### src/rtl/conv_pkg.sv
// Shared definitions for the convolution datapath.
//   - conv_state_e : address-generator FSM states
//   - KS_W         : width of the kernel-size / stride fields
//   - INFO_*       : bit positions inside the per-job info word,
//                    also decoded by the convolution read mux
package conv_pkg;

  typedef enum logic [1:0] {
    IDLE  = 2'd0,
    SETUP = 2'd1,
    RUN   = 2'd2
  } conv_state_e;

  localparam int KS_W = 3;

  localparam int INFO_RAM_SEL = 4;
  localparam int INFO_MEM_SEL = 3;
  localparam int INFO_CH_MSB  = 2;
  localparam int INFO_CH_LSB  = 0;

endpackage

### src/rtl/conv_win_addr_gen.sv
// Feature-map read-address generator.
// Walks a KxK window over an HxW row-major map at stride S and emits one
// RAM word address per beat on a valid/ready stream.
//
// Ports
//   clk, rst            clock, async active-high reset
//   cfg_start           one-cycle job start pulse (ignored while busy)
//   cfg_base/width/height/ksize/stride/info   job configuration
//   m_addr, m_addr_first, m_addr_last, m_addr_valid, m_addr_ready
//                       address stream; first/last mark window edges
//   info                cfg_info latched at start
//   busy                high in SETUP or RUN
//   done                pulse after the final address handshake
//   cfg_err             pulse when a start is rejected
module conv_win_addr_gen
  import conv_pkg::*;
#(
  parameter int AW   = 13,
  parameter int DIMW = 8,
  parameter int IFW  = 5
) (
  input  logic            clk,
  input  logic            rst,
  input  logic            cfg_start,
  input  logic [AW-1:0]   cfg_base,
  input  logic [DIMW-1:0] cfg_width,
  input  logic [DIMW-1:0] cfg_height,
  input  logic [2:0]      cfg_ksize,
  input  logic [2:0]      cfg_stride,
  input  logic [IFW-1:0]  cfg_info,
  output logic [AW-1:0]   m_addr,
  output logic            m_addr_first,
  output logic            m_addr_last,
  output logic            m_addr_valid,
  input  logic            m_addr_ready,
  output logic [IFW-1:0]  info,
  output logic            busy,
  output logic            done,
  output logic            cfg_err
);

  conv_state_e state_q, state_d;

  logic [AW-1:0]   base_q, base_d;
  logic [DIMW-1:0] w_q, w_d, h_q, h_d;
  logic [2:0]      k_q, k_d, s_q, s_d;
  logic [IFW-1:0]  info_q, info_d;

  // S*W, built up one add per SETUP cycle
  logic [AW-1:0]   sw_q, sw_d;
  logic [2:0]      scnt_q, scnt_d;

  logic [2:0]      kx_q, kx_d, ky_q, ky_d;
  logic [DIMW-1:0] wx_q, wx_d, wy_q, wy_d;

  // line_base -> map(wy,0); win_base -> map(wy,wx); row_ptr -> map(wy+ky,wx)
  logic [AW-1:0]   line_base_q, line_base_d;
  logic [AW-1:0]   win_base_q, win_base_d;
  logic [AW-1:0]   row_ptr_q, row_ptr_d;

  logic [AW-1:0]   addr_q, addr_d;
  logic            first_q, first_d, last_q, last_d, valid_q, valid_d;
  logic            busy_q, busy_d, done_q, done_d, err_q, err_d;

  logic            cfg_legal;
  logic            xfer;
  logic            kx_end, ky_end, kx_pre_end;
  logic            win_fits_x, win_fits_y;
  logic [DIMW:0]   wx_reach, wy_reach;

  assign cfg_legal = (cfg_ksize != 3'd0) && (cfg_stride != 3'd0) &&
                     ({{(DIMW-3){1'b0}}, cfg_ksize} <= cfg_width) &&
                     ({{(DIMW-3){1'b0}}, cfg_ksize} <= cfg_height);

  assign xfer       = valid_q && m_addr_ready;
  assign kx_end     = (kx_q == k_q - 3'd1);
  assign ky_end     = (ky_q == k_q - 3'd1);
  assign kx_pre_end = (kx_q + 3'd1 == k_q - 3'd1);

  // Right/bottom edge of the *next* window position, one bit wider so the
  // compare against W/H cannot wrap.
  assign wx_reach   = {1'b0, wx_q} + {{(DIMW-2){1'b0}}, s_q} + {{(DIMW-2){1'b0}}, k_q};
  assign wy_reach   = {1'b0, wy_q} + {{(DIMW-2){1'b0}}, s_q} + {{(DIMW-2){1'b0}}, k_q};
  assign win_fits_x = (wx_reach <= {1'b0, w_q});
  assign win_fits_y = (wy_reach <= {1'b0, h_q});

  always_comb begin
    state_d     = state_q;
    base_d      = base_q;
    w_d         = w_q;
    h_d         = h_q;
    k_d         = k_q;
    s_d         = s_q;
    info_d      = info_q;
    sw_d        = sw_q;
    scnt_d      = scnt_q;
    kx_d        = kx_q;
    ky_d        = ky_q;
    wx_d        = wx_q;
    wy_d        = wy_q;
    line_base_d = line_base_q;
    win_base_d  = win_base_q;
    row_ptr_d   = row_ptr_q;
    addr_d      = addr_q;
    first_d     = first_q;
    last_d      = last_q;
    valid_d     = valid_q;
    done_d      = 1'b0;
    err_d       = 1'b0;

    case (state_q)
      IDLE: begin
        if (cfg_start) begin
          if (cfg_legal) begin
            state_d = SETUP;
            base_d  = cfg_base;
            w_d     = cfg_width;
            h_d     = cfg_height;
            k_d     = cfg_ksize;
            s_d     = cfg_stride;
            info_d  = cfg_info;
            sw_d    = '0;
            scnt_d  = '0;
          end else begin
            err_d = 1'b1;
          end
        end
      end

      SETUP: begin
        sw_d   = sw_q + {{(AW-DIMW){1'b0}}, w_q};
        scnt_d = scnt_q + 3'd1;
        // Last add: present the first beat so it is valid in the next cycle.
        if (scnt_q == s_q - 3'd1) begin
          state_d     = RUN;
          kx_d        = '0;
          ky_d        = '0;
          wx_d        = '0;
          wy_d        = '0;
          line_base_d = base_q;
          win_base_d  = base_q;
          row_ptr_d   = base_q;
          addr_d      = base_q;
          first_d     = 1'b1;
          last_d      = (k_q == 3'd1);
          valid_d     = 1'b1;
        end
      end

      RUN: begin
        if (xfer) begin
          if (!kx_end) begin
            kx_d    = kx_q + 3'd1;
            addr_d  = addr_q + {{(AW-1){1'b0}}, 1'b1};
            first_d = 1'b0;
            last_d  = ky_end && kx_pre_end;
          end else if (!ky_end) begin
            // K >= 2 here, so the new beat can be neither first nor last
            kx_d      = '0;
            ky_d      = ky_q + 3'd1;
            row_ptr_d = row_ptr_q + {{(AW-DIMW){1'b0}}, w_q};
            addr_d    = row_ptr_q + {{(AW-DIMW){1'b0}}, w_q};
            first_d   = 1'b0;
            last_d    = 1'b0;
          end else if (win_fits_x) begin
            kx_d       = '0;
            ky_d       = '0;
            wx_d       = wx_q + {{(DIMW-3){1'b0}}, s_q};
            win_base_d = win_base_q + {{(AW-3){1'b0}}, s_q};
            row_ptr_d  = win_base_q + {{(AW-3){1'b0}}, s_q};
            addr_d     = win_base_q + {{(AW-3){1'b0}}, s_q};
            first_d    = 1'b1;
            last_d     = (k_q == 3'd1);
          end else if (win_fits_y) begin
            kx_d        = '0;
            ky_d        = '0;
            wx_d        = '0;
            wy_d        = wy_q + {{(DIMW-3){1'b0}}, s_q};
            line_base_d = line_base_q + sw_q;
            win_base_d  = line_base_q + sw_q;
            row_ptr_d   = line_base_q + sw_q;
            addr_d      = line_base_q + sw_q;
            first_d     = 1'b1;
            last_d      = (k_q == 3'd1);
          end else begin
            state_d = IDLE;
            valid_d = 1'b0;
            first_d = 1'b0;
            last_d  = 1'b0;
            done_d  = 1'b1;
          end
        end
      end

      default: state_d = IDLE;
    endcase

    busy_d = (state_d != IDLE);
  end

  always_ff @(posedge clk or posedge rst) begin
    if (rst) begin
      state_q     <= IDLE;
      base_q      <= '0;
      w_q         <= '0;
      h_q         <= '0;
      k_q         <= '0;
      s_q         <= '0;
      info_q      <= '0;
      sw_q        <= '0;
      scnt_q      <= '0;
      kx_q        <= '0;
      ky_q        <= '0;
      wx_q        <= '0;
      wy_q        <= '0;
      line_base_q <= '0;
      win_base_q  <= '0;
      row_ptr_q   <= '0;
      addr_q      <= '0;
      first_q     <= 1'b0;
      last_q      <= 1'b0;
      valid_q     <= 1'b0;
      busy_q      <= 1'b0;
      done_q      <= 1'b0;
      err_q       <= 1'b0;
    end else begin
      state_q     <= state_d;
      base_q      <= base_d;
      w_q         <= w_d;
      h_q         <= h_d;
      k_q         <= k_d;
      s_q         <= s_d;
      info_q      <= info_d;
      sw_q        <= sw_d;
      scnt_q      <= scnt_d;
      kx_q        <= kx_d;
      ky_q        <= ky_d;
      wx_q        <= wx_d;
      wy_q        <= wy_d;
      line_base_q <= line_base_d;
      win_base_q  <= win_base_d;
      row_ptr_q   <= row_ptr_d;
      addr_q      <= addr_d;
      first_q     <= first_d;
      last_q      <= last_d;
      valid_q     <= valid_d;
      busy_q      <= busy_d;
      done_q      <= done_d;
      err_q       <= err_d;
    end
  end

  assign m_addr       = addr_q;
  assign m_addr_first = first_q;
  assign m_addr_last  = last_q;
  assign m_addr_valid = valid_q;
  assign info         = info_q;
  assign busy         = busy_q;
  assign done         = done_q;
  assign cfg_err      = err_q;

endmodule

### config.mk
export PLATFORM = sky130hd
export DESIGN_NAME = conv_win_addr_gen
export DESIGN_NICKNAME = d
export VERILOG_FILES = /design/src/rtl/conv_pkg.sv /design/src/rtl/conv_win_addr_gen.sv
export SDC_FILE = /design/constraint.sdc
export NUM_CORES = 1
export LEC_CHECK = 0
export ABC_CLOCK_PERIOD_IN_PS = 10900
export CAP_MARGIN = 10
export CORE_MARGIN = 4
export CORE_UTILIZATION = 60
export CTS_CLUSTER_DIAMETER = 100
export DETAILED_ROUTE_END_ITERATION = 10
export PLACE_DENSITY = 0.89
export SYNTH_ARGS = -nofsm -noshare
export SYNTH_HDL_FRONTEND = slang
export SYNTH_SLANG_ARGS = --single-unit
### constraint.sdc
create_clock -name clk -period 10.9 [get_ports clk]
set_input_delay 1.09 -clock clk [delete_from_list [all_inputs] [get_ports clk]]
set_output_delay 1.09 -clock clk [all_outputs]
set_load 0.01 [all_outputs]
# [After elaboration in Yosys (flattened, before gate mapping)]
# Cells that the tools add are included.
[totals] ff_bits=138 output_inout_bits=24 in_bits=44 elab_cells=168
[op_classes] n_reduce_logical=19 n_addsub=16 mux=87 order_cmp=4 n_eq_ne=19
[op_table] operator="13-bit two-way mux" n=17
[op_table] operator="13-bit one-hot mux with 2 select lines" n=5
[op_table] operator="8-bit two-way mux" n=11
[op_table] operator="3-bit two-way mux" n=11
[op_table] operator="8-bit one-hot mux with 2 select lines" n=2
[op_table] operator="13-bit by 8-bit adder with 13-bit output" n=2
[op_table] operator="1-bit two-way mux" n=26
[op_table] operator="8-bit by 3-bit adder with 9-bit output" n=2
[op_table] operator="9-bit by 3-bit adder with 9-bit output" n=2
[op_table] operator="9-bit by 8-bit less-or-equal comparator with 1-bit output" n=2
[op_table] operator="2-bit != test, second input constant" n=9
[op_table] operator="3-bit one-hot mux with 2 select lines" n=3
[op_table] operator="8-bit by 3-bit adder with 8-bit output" n=2
[op_table] operator="3-bit by 8-bit less-or-equal comparator with 1-bit output" n=2
[op_table] operator="2-bit two-way mux" n=8
[op_table] operator="7-bit AND reduction" n=2
[op_table] operator="13-bit by 1-bit adder with 13-bit output, second input constant" n=1
[op_table] operator="13-bit adder" n=1
[op_table] operator="13-bit by 3-bit adder with 13-bit output" n=1
[op_table] operator="3-bit equality test" n=4
[op_table] operator="3-bit by 1-bit adder with 3-bit output, second input constant" n=3
[op_table] operator="3-bit AND reduction" n=3
[op_table] operator="1-bit one-hot mux with 2 select lines" n=3
[op_table] operator="2-bit one-hot mux with 3 select lines" n=1
[op_table] operator="other kinds (14)" n=22

# [Longest topological paths before layout]
[logic_depth] word_depth=10 depth_mapped=19 mapped_depth_nobuf=17

# [Worst setup path after synthesis]
# OpenSTA, ideal clock, no wires.
[synth_path] path_type="reg-to-reg" startpoint="reg s_q[1]" endpoint="reg wx_q[6]" setup_time_ns=0.119 t_arrival_ns=3.931 required_ns=10.781 synth_period_minus_slack_ns=4.050 path_stages_with_launch=18 path_buffers=0 path_slack_ns=6.850 path_cell_list="dfrtp_1 -> inv_1 -> fa_1 -> inv_1 -> ha_1 -> inv_1 -> fa_1 -> nor2b_1 -> o21ai_0 -> xnor2_1 -> ha_1 -> nand4_1 -> a21oi_1 -> o41ai_4 -> a221oi_2 -> or4_4 -> o21a_1 -> o21ba_1"
[synth_between] elab_chain_cells=8 word_cells_on_any_way=17 cone_classes="6 x add/sub; 2 x order compare; 3 x eq/ne; 5 x mux; 1 x reduce/logical"
[synth_lines] item="start, declared" line="conv_win_addr_gen.sv:46" source="logic [2:0] k_q, k_d, s_q, s_d;"
[synth_lines] item="start signal, assigned" line="conv_win_addr_gen.sv:208" source="s_q <= '0;"
[synth_lines] item="start signal, assigned" line="conv_win_addr_gen.sv:232" source="s_q <= s_d;"
[synth_lines] item="8-bit by 3-bit adder with 9-bit output" line="conv_win_addr_gen.sv:82" source="assign wx_reach = {1'b0, wx_q} + {{(DIMW-2){1'b0}}, s_q} + {{(DIMW-2){1'b0}}, k_q};"
[synth_lines] item="9-bit by 3-bit adder with 9-bit output" line="conv_win_addr_gen.sv:82"
[synth_lines] item="9-bit by 8-bit less-or-equal comparator with 1-bit output" line="conv_win_addr_gen.sv:84" source="assign win_fits_x = (wx_reach <= {1'b0, w_q});"
[synth_lines] item="8-bit two-way mux" line="conv_win_addr_gen.sv:165" source="end else if (win_fits_x) begin"
[synth_lines] item="8-bit two-way mux" line="conv_win_addr_gen.sv:157" source="end else if (!ky_end) begin"
[synth_lines] item="8-bit two-way mux" line="conv_win_addr_gen.sv:152" source="if (!kx_end) begin"
[synth_lines] item="8-bit two-way mux" line="conv_win_addr_gen.sv:151" source="if (xfer) begin"
[synth_lines] item="8-bit one-hot mux with 2 select lines" line="conv_win_addr_gen.sv:111" source="case (state_q)"
[synth_lines] item="end signal, assigned" line="conv_win_addr_gen.sv:238" source="wx_q <= wx_d;"
[synth_lines] item="end, declared" line="conv_win_addr_gen.sv:54" source="logic [DIMW-1:0] wx_q, wx_d, wy_q, wy_d;"
# Several ways; a longest one is shown, not always the timed one. The select of a mux whose other input is x is not followed.
# A chain may end at the register's enable or synchronous reset.

# [Final worst setup path]
[layout_path] startpoint="reg s_q[1]" endpoint="reg row_ptr_q[7]"
[layout_between] elab_chain_cells=8 word_cells_on_any_way=17 cone_classes="6 x add/sub; 2 x order compare; 3 x eq/ne; 5 x mux; 1 x reduce/logical"
[layout_lines] item="8-bit by 3-bit adder with 9-bit output" line="conv_win_addr_gen.sv:82"
[layout_lines] item="9-bit by 3-bit adder with 9-bit output" line="conv_win_addr_gen.sv:82"
[layout_lines] item="9-bit by 8-bit less-or-equal comparator with 1-bit output" line="conv_win_addr_gen.sv:84"
[layout_lines] item="13-bit two-way mux" line="conv_win_addr_gen.sv:165"
[layout_lines] item="13-bit two-way mux" line="conv_win_addr_gen.sv:157"
[layout_lines] item="13-bit two-way mux" line="conv_win_addr_gen.sv:152"
[layout_lines] item="13-bit two-way mux" line="conv_win_addr_gen.sv:151"
[layout_lines] item="13-bit one-hot mux with 2 select lines" line="conv_win_addr_gen.sv:111"
[layout_lines] item="end signal, assigned" line="conv_win_addr_gen.sv:242" source="row_ptr_q <= row_ptr_d;"
[layout_lines] item="end, declared" line="conv_win_addr_gen.sv:59" source="logic [AW-1:0] row_ptr_q, row_ptr_d;"
# Several ways; a longest one is shown, not always the timed one. The select of a mux whose other input is x is not followed.

==> metrics <==
Slew @ Worst Pin 1096 ps; RSZ-0062 raised after global routing false; Async SR Flop Fraction 100.0%; combinational power share 59.3%; largest net degree at the start of global routing 78; post-CTS setup buffers 0; final hold violations 0; Core Util, Final 70.36%; final-report setup violation count 0; Site Rows 46; setup TNS 0 ps; clk sink count 138; CTS max path bufs 2; WP data arrival 5230 ps; MaxCap Viol Count 0; Worst slew margin 26.93%; Mapped Area 9673 um2; sw frac 47.25%; clock transition at the registers of the reported paths 60 ps; DP HPWL 18.72 mm; syn_nets 1197; hold crit path type reg -> reg; FMAX 0.2034 GHz; synth-to-layout area growth 15.12%; placed insts 1319; clock root buffer clkbuf_16; Resized cells post-CTS 0; post-synth cell types 81; FF-to-FF Start s_q[1]; Via density 6.395; YS warnings 0; Synth Instances 1067; final-stage net count 1252; Final Non-Filler Cells 1351; CP required 11220 ps; hold path cells 1; CP cell instances inv_1 > fa_1 > inv_1 > ha_1 > inv_1 > fa_1 > nor2b_1 > o21ai_0 > xnor2_1 > ha_1 > nand4_1 > a21oi_1 > o41ai_4 > a221oi_2 > o31ai_4 > mux2_2; H-tree depth 4; WHS Endpoint win_base_q[2]; IO Count 68; ANT cells 0; routability cong. 0.8999; GRT overflow 0; effective utilization at floorplan 61.11%; cell area after layout 11140 um2; layout cells sized above 1 8.282%; chip height 135.0 um; Seq pwr share 24.8%; Cell Area, Placed 10520 um2; min-delay src win_base_q[2]; mean post-synth cell area 9.066 um2; startpoint types flip-flop; Post-DRT Antenna Nets 0; post-route minimum period 4917 ps; DIE AREA 18220 um2; hold buffers post-CTS 0; number of synthesized flops with an enable pin 0; register area share after synthesis 35.70%; reg2reg path depth 16; Setup Skew 10.33 ps; vias in the first global route 8455; Via Count 8640; clk_lat worst skew 430 ps; crit path max-delay cell type o31ai_4; worst reg-to-reg setup slack 5980 ps; number of I/O port buffers 67; Power Internal 2.041 mW; leakage 4.881 nW; RR Endpoint row_ptr_q[7]; CTS buffer count 17; Most used DFF post-synth dfrtp_1; PwrDens 347.4 nW/um2; VDD IR max 171.0 uV; CORE AREA 15830 um2; fin crit share 45.11%; Largest delay share family, worst path compound AO/OA/AOI/OAI gates; Yosys reg bits 138; crit-path max cell delay 910 ps; Die Width 135.0 um; CP most frequent cell inv_1; Remaining DRCs 0; Max FO, Critical Path 26; initial antenna violation count 0; CTS tree done; part of the power in the clock network 15.9%; pins over their slew limit 0; global-route wire length before repair 43.67 mm; DRT iter0 DRCs 998; drt first pass iters 6; crit path kind reg -> reg; WP buf/inv 3; gr usage total 30.37%; CP endpoint kind flip-flop; per-cell routed wire length 19.99 um; status finished clean; wirelength, routed 27.00 mm; Hold WS 487.0 ps; switching pwr 1.828 mW
==> power groups by stage <==
stage          clock network, mW  registers (mW)  logic, mW
6_report                   0.614           0.961       2.29
5_1_grt                    0.638           0.987       2.52
4_1_cts                    0.613           0.954       2.25
3_5_place_dp                   0           0.957       2.16
3_3_place_gp                   0           0.946       2.08
2_1_floorplan                  0           0.900       1.63
==> worst reg2reg max path, cell delays in order, from the launching register on <==
cell      delay (ps)
dfrtp_1          500
inv_1            210
fa_1             480
inv_1             70
ha_1             200
inv_1             80
fa_1             420
nor2b_1          180
o21ai_0          120
xnor2_1          150
ha_1             290
nand4_1          130
a21oi_1           80
o41ai_4          440
a221oi_2         130
o31ai_4          910
mux2_2           430
==> per-layer routing <==
metal	share of wire, %	track usage (%)	wire length, um	vias to the layer above
li1	-	-	-	3984
met3	9.2	7.116	2494	73
met4	3.8	12.49	1032	0
met1	41	39.91	11010	4113
met5	0	0	0	-
met2	46	48.75	12470	470
==> stage by stage <==
stage	total power [mW]	setup WS, ps
2_1_floorplan	2.525	6114
4_1_cts	3.812	5989
3_3_place_gp	3.030	6211
6_report	3.869	5983
3_5_place_dp	3.122	6032
5_1_grt	4.143	5509
==> cells by family after synthesis <==
family / share of synthesized area (%)
AO/OA/AOI/OAI: 20.79
XOR/XNOR: 6.403
adder cells (fa/ha/maj): 12.21
buffers and inverters: 4.268
flip-flops: 35.70
multiplexers: 3.221
AND/OR/NAND/NOR: 17.41
==> sequential cells by signal (all words and copies together), names as in the netlist <==
signal,cells
sw_q,13
s_q,3
info,5
line_base_q,13
scnt_q,3
kx_q,3
base_q,13
wx_q,8
cfg_err,1
wy_q,8
row_ptr_q,13
busy,1
m_addr,13
win_base_q,13
k_q,3
w_q,8
done,1
ky_q,3
m_addr_first,1
h_q,8
state_q,2
m_addr_last,1
m_addr_valid,1
==> layout by cell type, fill, tap and decap left out, types with 16 or more instances in the layout <==
master / count
xor2_1: 27
nor2_1: 79
nor3_1: 17
and3_1: 18
a31oi_1: 36
nand2_1: 117
clkdlybuf4s50_1: 67
xnor2_1: 36
mux2_2: 25
nand3_1: 34
dfrtp_1: 138
nand4_1: 16
ha_1: 72
o21ai_0: 79
a21oi_1: 51
clkbuf_16: 17
inv_1: 60
==> how the worst max path moves through the flow <==
stage | from | to | depth (start not counted)
5_1_grt | s_q[1] | row_ptr_q[1] | 17
2_1_floorplan | rst | base_q[0] | 1
3_5_place_dp | s_q[1] | row_ptr_q[5] | 16
3_3_place_gp | s_q[1] | row_ptr_q[6] | 16
6_report | s_q[1] | row_ptr_q[7] | 16
4_1_cts | s_q[1] | row_ptr_q[7] | 16
==> cells in the mapped netlist, types with 6 or more instances <==
cell | number | area share, %
o21ai_0 | 79 | 4.1
nand2b_1 | 10 | 0.65
a21o_1 | 15 | 1.2
and2_1 | 7 | 0.45
and3_1 | 18 | 1.2
xnor2_1 | 36 | 3.3
a21oi_1 | 51 | 2.6
o21a_1 | 9 | 0.70
nor2b_1 | 11 | 0.71
mux2_2 | 25 | 2.9
fa_1 | 14 | 2.9
or3_1 | 10 | 0.65
nor4_1 | 6 | 0.39
nand2_1 | 117 | 4.5
dfrtp_1 | 138 | 36
nor2_1 | 79 | 3.1
a22o_1 | 7 | 0.63
buf_2 | 21 | 1.1
nand4_1 | 16 | 1.0
nor3_1 | 17 | 0.88
xor2_1 | 27 | 2.4
a31oi_1 | 36 | 2.3
o31ai_1 | 6 | 0.47
inv_1 | 61 | 2.4
nand3_1 | 34 | 1.8
o211ai_1 | 15 | 1.2
clkbuf_1 | 18 | 0.70
a211oi_1 | 8 | 0.62
ha_1 | 72 | 9.3
==> final cells by class <==
cell class                 count  area, um2
multi-input combinational    827       5814
clock inverter                13      175.2
tap                          216      270.3
fill                        1129       4692
sequential                   138       3453
clock buffer                  19      442.9
inverter                      61      234.0
timing repair buffer          77      745.7
Note: power is estimated with default switching activity, not from simulation.
